## config.mk

```make
export PLATFORM = sky130hd
export DESIGN_NAME = fifty_ms_clock_divider
export DESIGN_NICKNAME = d
export VERILOG_FILES = /design/src/rtl/fifty_ms_clock_divider.sv
export SDC_FILE = /design/constraint.sdc
export NUM_CORES = 1
export LEC_CHECK = 0
export BUFFER_PORTS_ARGS = -buffer_cell sky130_fd_sc_hd__buf_2
export CAP_MARGIN = 20
export CORE_MARGIN = 2
export CORE_UTILIZATION = 43
export CTS_CLUSTER_DIAMETER = 150
export DETAILED_ROUTE_END_ITERATION = 7
export GPL_ROUTABILITY_DRIVEN = 0
export PLACE_DENSITY_LB_ADDON = 0.15
export SLEW_MARGIN = 20
export SYNTH_ARGS = -nofsm -noshare
export SYNTH_HDL_FRONTEND = slang
export SYNTH_SLANG_ARGS = --single-unit
```

## constraint.sdc

```tcl
create_clock -name clock -period 1.5 [get_ports clock]
set_input_delay 0.075 -clock clock [delete_from_list [all_inputs] [get_ports clock]]
set_output_delay 0.075 -clock clock [all_outputs]
set_load 0.02 [all_outputs]
```

## src/rtl/fifty_ms_clock_divider.sv

```systemverilog
// ---------------------------------------------------------------------------
// fifty_ms_clock_divider
//
// Purpose:
//   Divides the system clock down to a slow, 50%-duty div_clock. The same
//   divider is used to sample a raw button/switch level once per div_clock
//   period, which debounces it. A tick pulse marks every div_clock rise.
//   With the default DIV_HALF and a 100 MHz clock, div_clock has a 50 ms
//   period.
//
//   div_clock is a registered output only. It never clocks a flop; the
//   debounce sample is a clock enable on the system clock.
//
// Parameters:
//   DIV_HALF  - system clocks per half period of div_clock (>= 2)
//   CNT_W     - width of the divide counter
//
// Ports:
//   clock     - in : system clock, all state updates on its rising edge
//   reset     - in : synchronous, active-high reset
//   in        - in : asynchronous raw button/switch level
//   div_clock - out: divided clock, registered, 50% duty cycle
//   tick      - out: one-cycle pulse in the cycle div_clock has just risen
//   db        - out: debounced level, in sampled once per div_clock period
// ---------------------------------------------------------------------------
module fifty_ms_clock_divider #(
    parameter int unsigned DIV_HALF = 2_500_000,
    parameter int unsigned CNT_W    = $clog2(DIV_HALF)
) (
    input  logic clock,
    input  logic reset,
    input  logic in,
    output logic div_clock,
    output logic tick,
    output logic db
);

    // Half periods below two cycles cannot give a registered tick distinct
    // from the toggle, so reject them at elaboration.
    if (DIV_HALF < 2) begin : g_div_half_check
        $error("fifty_ms_clock_divider: DIV_HALF must be at least 2");
    end

    localparam logic [CNT_W-1:0] CntLast = CNT_W'(DIV_HALF - 1);

    logic [CNT_W-1:0] cnt_q, cnt_d;
    logic             div_q, div_d;
    logic             tick_q, tick_d;
    logic             db_q, db_d;
    logic             s1_q, s2_q;

    logic             wrap;
    logic             rise;

    always_comb begin
        wrap   = 1'b0;
        rise   = 1'b0;
        cnt_d  = cnt_q;
        div_d  = div_q;
        tick_d = 1'b0;
        db_d   = db_q;

        // Wrapping on equality keeps cnt within 0..DIV_HALF-1 at all times,
        // since reset always returns it to 0.
        wrap = (cnt_q == CntLast);
        if (wrap) begin
            cnt_d = '0;
        end else begin
            cnt_d = cnt_q + CNT_W'(1);
        end

        div_d = div_q ^ wrap;

        // Rising edge of div_clock happens on the wrap edge while it is low.
        rise   = wrap & ~div_q;
        tick_d = rise;

        // Sample only the synchronised level, once per div_clock period.
        if (rise) begin
            db_d = s2_q;
        end
    end

    always_ff @(posedge clock) begin
        if (reset) begin
            cnt_q  <= '0;
            div_q  <= 1'b0;
            tick_q <= 1'b0;
            db_q   <= 1'b0;
            s1_q   <= 1'b0;
            s2_q   <= 1'b0;
        end else begin
            cnt_q  <= cnt_d;
            div_q  <= div_d;
            tick_q <= tick_d;
            db_q   <= db_d;
            // Two-flop synchroniser for the asynchronous input.
            s1_q   <= in;
            s2_q   <= s1_q;
        end
    end

    assign div_clock = div_q;
    assign tick      = tick_q;
    assign db        = db_q;

endmodule

```

# [Word level (Yosys, flattened, before mapping)]
# Index checks and enable logic that the tools add are counted.
[word_totals] input_bits=3 out_inout_bits=3 word_cells=12 ff_bits=27
[classes] addsub=1 n_reduce_logical=1 n_bitwise=3 eq_ne=1
[op_table] cell="adder 22 x 1 -> 22 bit, second input constant" count=1
[op_table] cell="equality test 22 bit, second input constant" count=1
[op_table] cell="OR reduction 2 bit" count=1
[op_table] cell="AND 1 bit" count=1
[op_table] cell="NOT 1 bit" count=1
[op_table] cell="XOR 1 bit" count=1

# [Logic depth before layout (Yosys ltp)]
[logic_depth] word_depth=2 ltp_mapped=7 mapped_depth_nobuf=6

# [Worst setup path after synthesis]
# Ideal clock, no wire load.
[synth_timing] kind="register to register" startpoint="register cnt_q[0]" endpoint="register cnt_q[18]" path_slack_ps=-101 setup_time_ps=66 path_stages_with_launch=7 arrival_ps=1535 period_less_slack_ps=1601 n_path_buf=1 cell_sequence="dfxtp_1 > ha_1 > and4_1 > buf_4 > nand2_2 > or4_4 > a21oi_2"
[synth_via] elab_chain_cells=2 elab_cells_between_ends=3
[synth_lines] item="start, declared" line_no="46" source="logic [CNT_W-1:0] cnt_q, cnt_d;"
[synth_lines] item="start signal, assigned" line_no="93" source="cnt_q <= cnt_d;"
[synth_lines] item="parallel branches: the longest is 2 deep, another holds adder 22 x 1 -> 22 bit"
# Several ways; the timed one is not identified.
# A chain may end at the register's enable or synchronous reset.

# [Worst setup path after layout]
[layout_timing] startpoint="register cnt_q[1]" endpoint="register cnt_q[18]"
# The elaborated chain is that of the path after synthesis.

==> impl_metrics.ini <==
[synthesis]
syn_area_um2 = 1190
synthAdderAreaFrac_pct = 2.11
ys_seq_area_share_pct = 45.6
synth.avg_cell_area_um2 = 9.19
synthCells = 129
synth_xor_area_share_pct = 8.86
synth_compound_area_share_pct = 8.54
yosys.area_share.simple_pct = 31.0
synth_top_family_by_area = simple AND/OR/NAND/NOR gates
synthMuxAreaShare_pct = 0.844
yosys_warnings = 0
yosys.cell_types.count = 31
synth.ff_latch_count = 27
synthesis.nets = 134

[hold_path]
hp-class = flop to flop

[floorplan]
start_util_pct = 44.2
fp.dieH_um = 56.5
placementRows = 19
core-area_um2 = 2690
die_w_um = 56.5
die-area_um2 = 3190
boundaryPins = 6

[routing]
drc_errors = 0
top_layer_used = met4
final_antenna_net_count = 0
wl_per_cell_um = 11.9
via_per_inst = 5.19
dr_total_vias = 1037
routed_wl_um = 2370
wl_met1_um = 1150
wl_met2_um = 1160
drt_first_pass_iters = 3
wl_met3_um = 39
drt_iter0_markers = 16

[setup_path]
arrival_ns = 1.79
required_ns = 1.77
reg2reg_from = cnt_q[1]
path_class = flop to flop
critPathSlowestCell = or4_4
path_max_fanout = 7
r2r_end = cnt_q[18]
critical_path.max_stage_delay_ns = 0.51
end_kind = flop
cp_cell_sequence = ha_4 > and4_4 > nand2_2 > or4_4 > a21oi_2
rr_worst_depth = 5
start_kind = flop
r2r_slack_ns = -0.01
critPathCapture = cnt_q[18]
startpoint = cnt_q[1]

[sta]
drv_slew = 0
fmax_mhz = 661
slew_headroom_pct = 81.3
setup_ws_ns = -0.0133
hold_ws_ns = 0.459
fin_worst_skew_ns = 0.00275
fin_crit_ns = 1.51
final_hold_viol_count = 0
rsz0062_at_grt = true
setup_violations = 1
timing.final.crit_share_pct = 101
tightest_slew_ns = 0.279

[finish]
nFillCells = 230
diodes = 0
drive_gt1_share_pct = 45.0
utilization_pct = 60.4
final_cells = 200
final_nets = 175
area_growth_pct = 36.8

[clock_network]
clock-root-buffer = clkbuf_4
numCtsBuffers = 3
h-tree-depth = 1
clk_pin_slew_worst_paths_ns = 0.15
cts_tree = yes
cts_sinks = 27
cts_buffer_depth = 2
clkLatencyLatePin_ns = 0.32

[grt]
antenna_found_initial = 0
grt_max_degree = 17
overflow = 0
grt_pass1_vias = 1011
track_usage_pct = 16.9
grt_pass1_wl_um = 4280

[power]
p_int_mw = 0.865
peakVddDrop_uv = 463
leakage_nw = 0.638
pwr-share-clk_pct = 29.0
power_mw = 1.13
power_density_nw_per_um2 = 694
p_seq_share_pct = 65.0
switchingPower_mw = 0.262
combPwrFrac_pct = 6.0
switching_share_pct = 23.3

[placement]
dp_hpwl_um = 1750
portBuffers = 5
placedCellCount = 187

[flow_run]
cap_violations = 0

[run_status]
status = complete, but fails checks
violations = setup timing
==> cells in the mapped netlist <==
| master | number | area share (%) |
|---|---|---|
| and3_1 | 6 | 3.2 |
| o31ai_1 | 3 | 1.9 |
| nor3b_1 | 1 | 0.63 |
| inv_1 | 2 | 0.63 |
| and4bb_2 | 1 | 1.1 |
| or4_4 | 1 | 0.95 |
| ha_1 | 2 | 2.1 |
| buf_2 | 2 | 0.84 |
| or4_1 | 2 | 1.3 |
| nand2_1 | 11 | 3.5 |
| nand4_1 | 4 | 2.1 |
| a21oi_1 | 7 | 3.0 |
| buf_6 | 1 | 0.95 |
| and4_1 | 4 | 3.0 |
| or3_1 | 5 | 2.6 |
| nor4b_1 | 1 | 0.74 |
| xor2_1 | 7 | 5.2 |
| nor3_1 | 2 | 0.84 |
| o21ai_0 | 5 | 2.1 |
| nand3_1 | 2 | 0.84 |
| a41o_1 | 1 | 0.84 |
| dfxtp_1 | 27 | 46 |
| xnor2_1 | 5 | 3.7 |
| nor2_1 | 17 | 5.4 |
| nor2b_1 | 4 | 2.1 |
| mux2i_1 | 1 | 0.84 |
| and2_1 | 1 | 0.53 |
| a21oi_2 | 1 | 0.74 |
| nand4_4 | 1 | 1.8 |
| buf_4 | 1 | 0.63 |
| nand2_2 | 1 | 0.53 |
==> area by class of cell <==
type	count	area, µm²	share of cell area (%)
inverter	2	7.51	0.463
sequential	27	564	34.8
timing repair buffer	40	303	18.7
clock inverter	1	7.51	0.463
clock buffer	3	22.5	1.39
multi-input combinational	96	679	41.9
tap	31	38.8	2.39
==> worst min-delay path by stage <==
stage | depth (start not counted) | start | to
2_1_floorplan | 1 | reset | div_clock
3_3_place_gp | 2 | in | s1_q
3_5_place_dp | 2 | in | s1_q
4_1_cts | 1 | s1_q | s2_q
5_1_grt | 1 | s1_q | s2_q
6_report | 1 | s1_q | s2_q
==> kinds of logic after synthesis <==
logic type      count (synthesis)
flops                          27
fa+ha+maj                       2
xor+xnor                       12
mux                             1
buf+inv                         6
compound gates                 17
simple gates                   64
==> cell usage in the layout (no fill, tap or decap), drive strengths merged <==
cell type,synthesis,routed
xnor2,5,5
nor2b,4,4
xor2,7,7
clkbuf,0,3
ha,2,2
inv,2,2
o21ai,5,5
nand3,2,2
and4bb,1,1
clkinvlp,0,1
or4,3,3
nor4b,1,1
mux2i,1,1
nor3,2,2
nand4,5,5
nand2,12,12
nor2,17,17
and2,1,1
or3,5,5
o31ai,3,3
buf,4,37
and3,6,6
nor3b,1,1
dlygate4sd3,0,3
and4,4,4
a21oi,8,8
a41o,1,1
dfxtp,27,27
==> per-stage QoR <==
| step | TNS, ns | cell area, µm² | setup WS (ns) |
|---|---|---|---|
| final | -0.0133 | 1620 | -0.0133 |
| after detailed placement | -0.171 | 1430 | -0.0738 |
| after CTS | -0.00894 | 1540 | -0.00777 |
| after floorplan | 0 | 1200 | 0.00821 |
| after global routing | -0.226 | 1620 | -0.0956 |
| after global placement | -0.0685 | 1430 | -0.0466 |
==> metal layers <==
metal,track usage [%],up-vias
li1,-,533
met5,0,-
met2,27.4,5
met3,2.76,2
met1,22.6,497
met4,5.78,0
==> state kept, by name, indices dropped and copies added, names as in the netlist <==
signal and cells:
cnt_q 22, db 1, div_clock 1, s1_q 1, s2_q 1, tick 1
==> repair_timing <==
item / 4_1_cts / 5_1_grt
setup endpoints to repair: 7 / 7
cloned: 0 / 0
resized for setup: 15 / 18
endpoints found under the hold margin: 5 / 0
setup buffers: 2 / 4
hold buffers: 3 / 0
pin swaps: 4 / 5
==> power by group through the flow <==
stage | logic (mW) | registers (mW) | clock network [mW]
3_5_place_dp | 0.0509 | 0.751 | 0
2_1_floorplan | 0.0261 | 0.751 | 0
4_1_cts | 0.0634 | 0.735 | 0.344
6_report | 0.0676 | 0.732 | 0.327
3_3_place_gp | 0.0479 | 0.750 | 0
5_1_grt | 0.0765 | 0.734 | 0.362
==> worst max-delay path: cells and delay by family, from the launching register on <==
kind	cells	cell delay, ns
fa+ha+maj	1	0.14
flops	1	0.39
simple gates	3	0.82
compound gates	1	0.12
No activity file was read; power rests on OpenSTA's default activity.
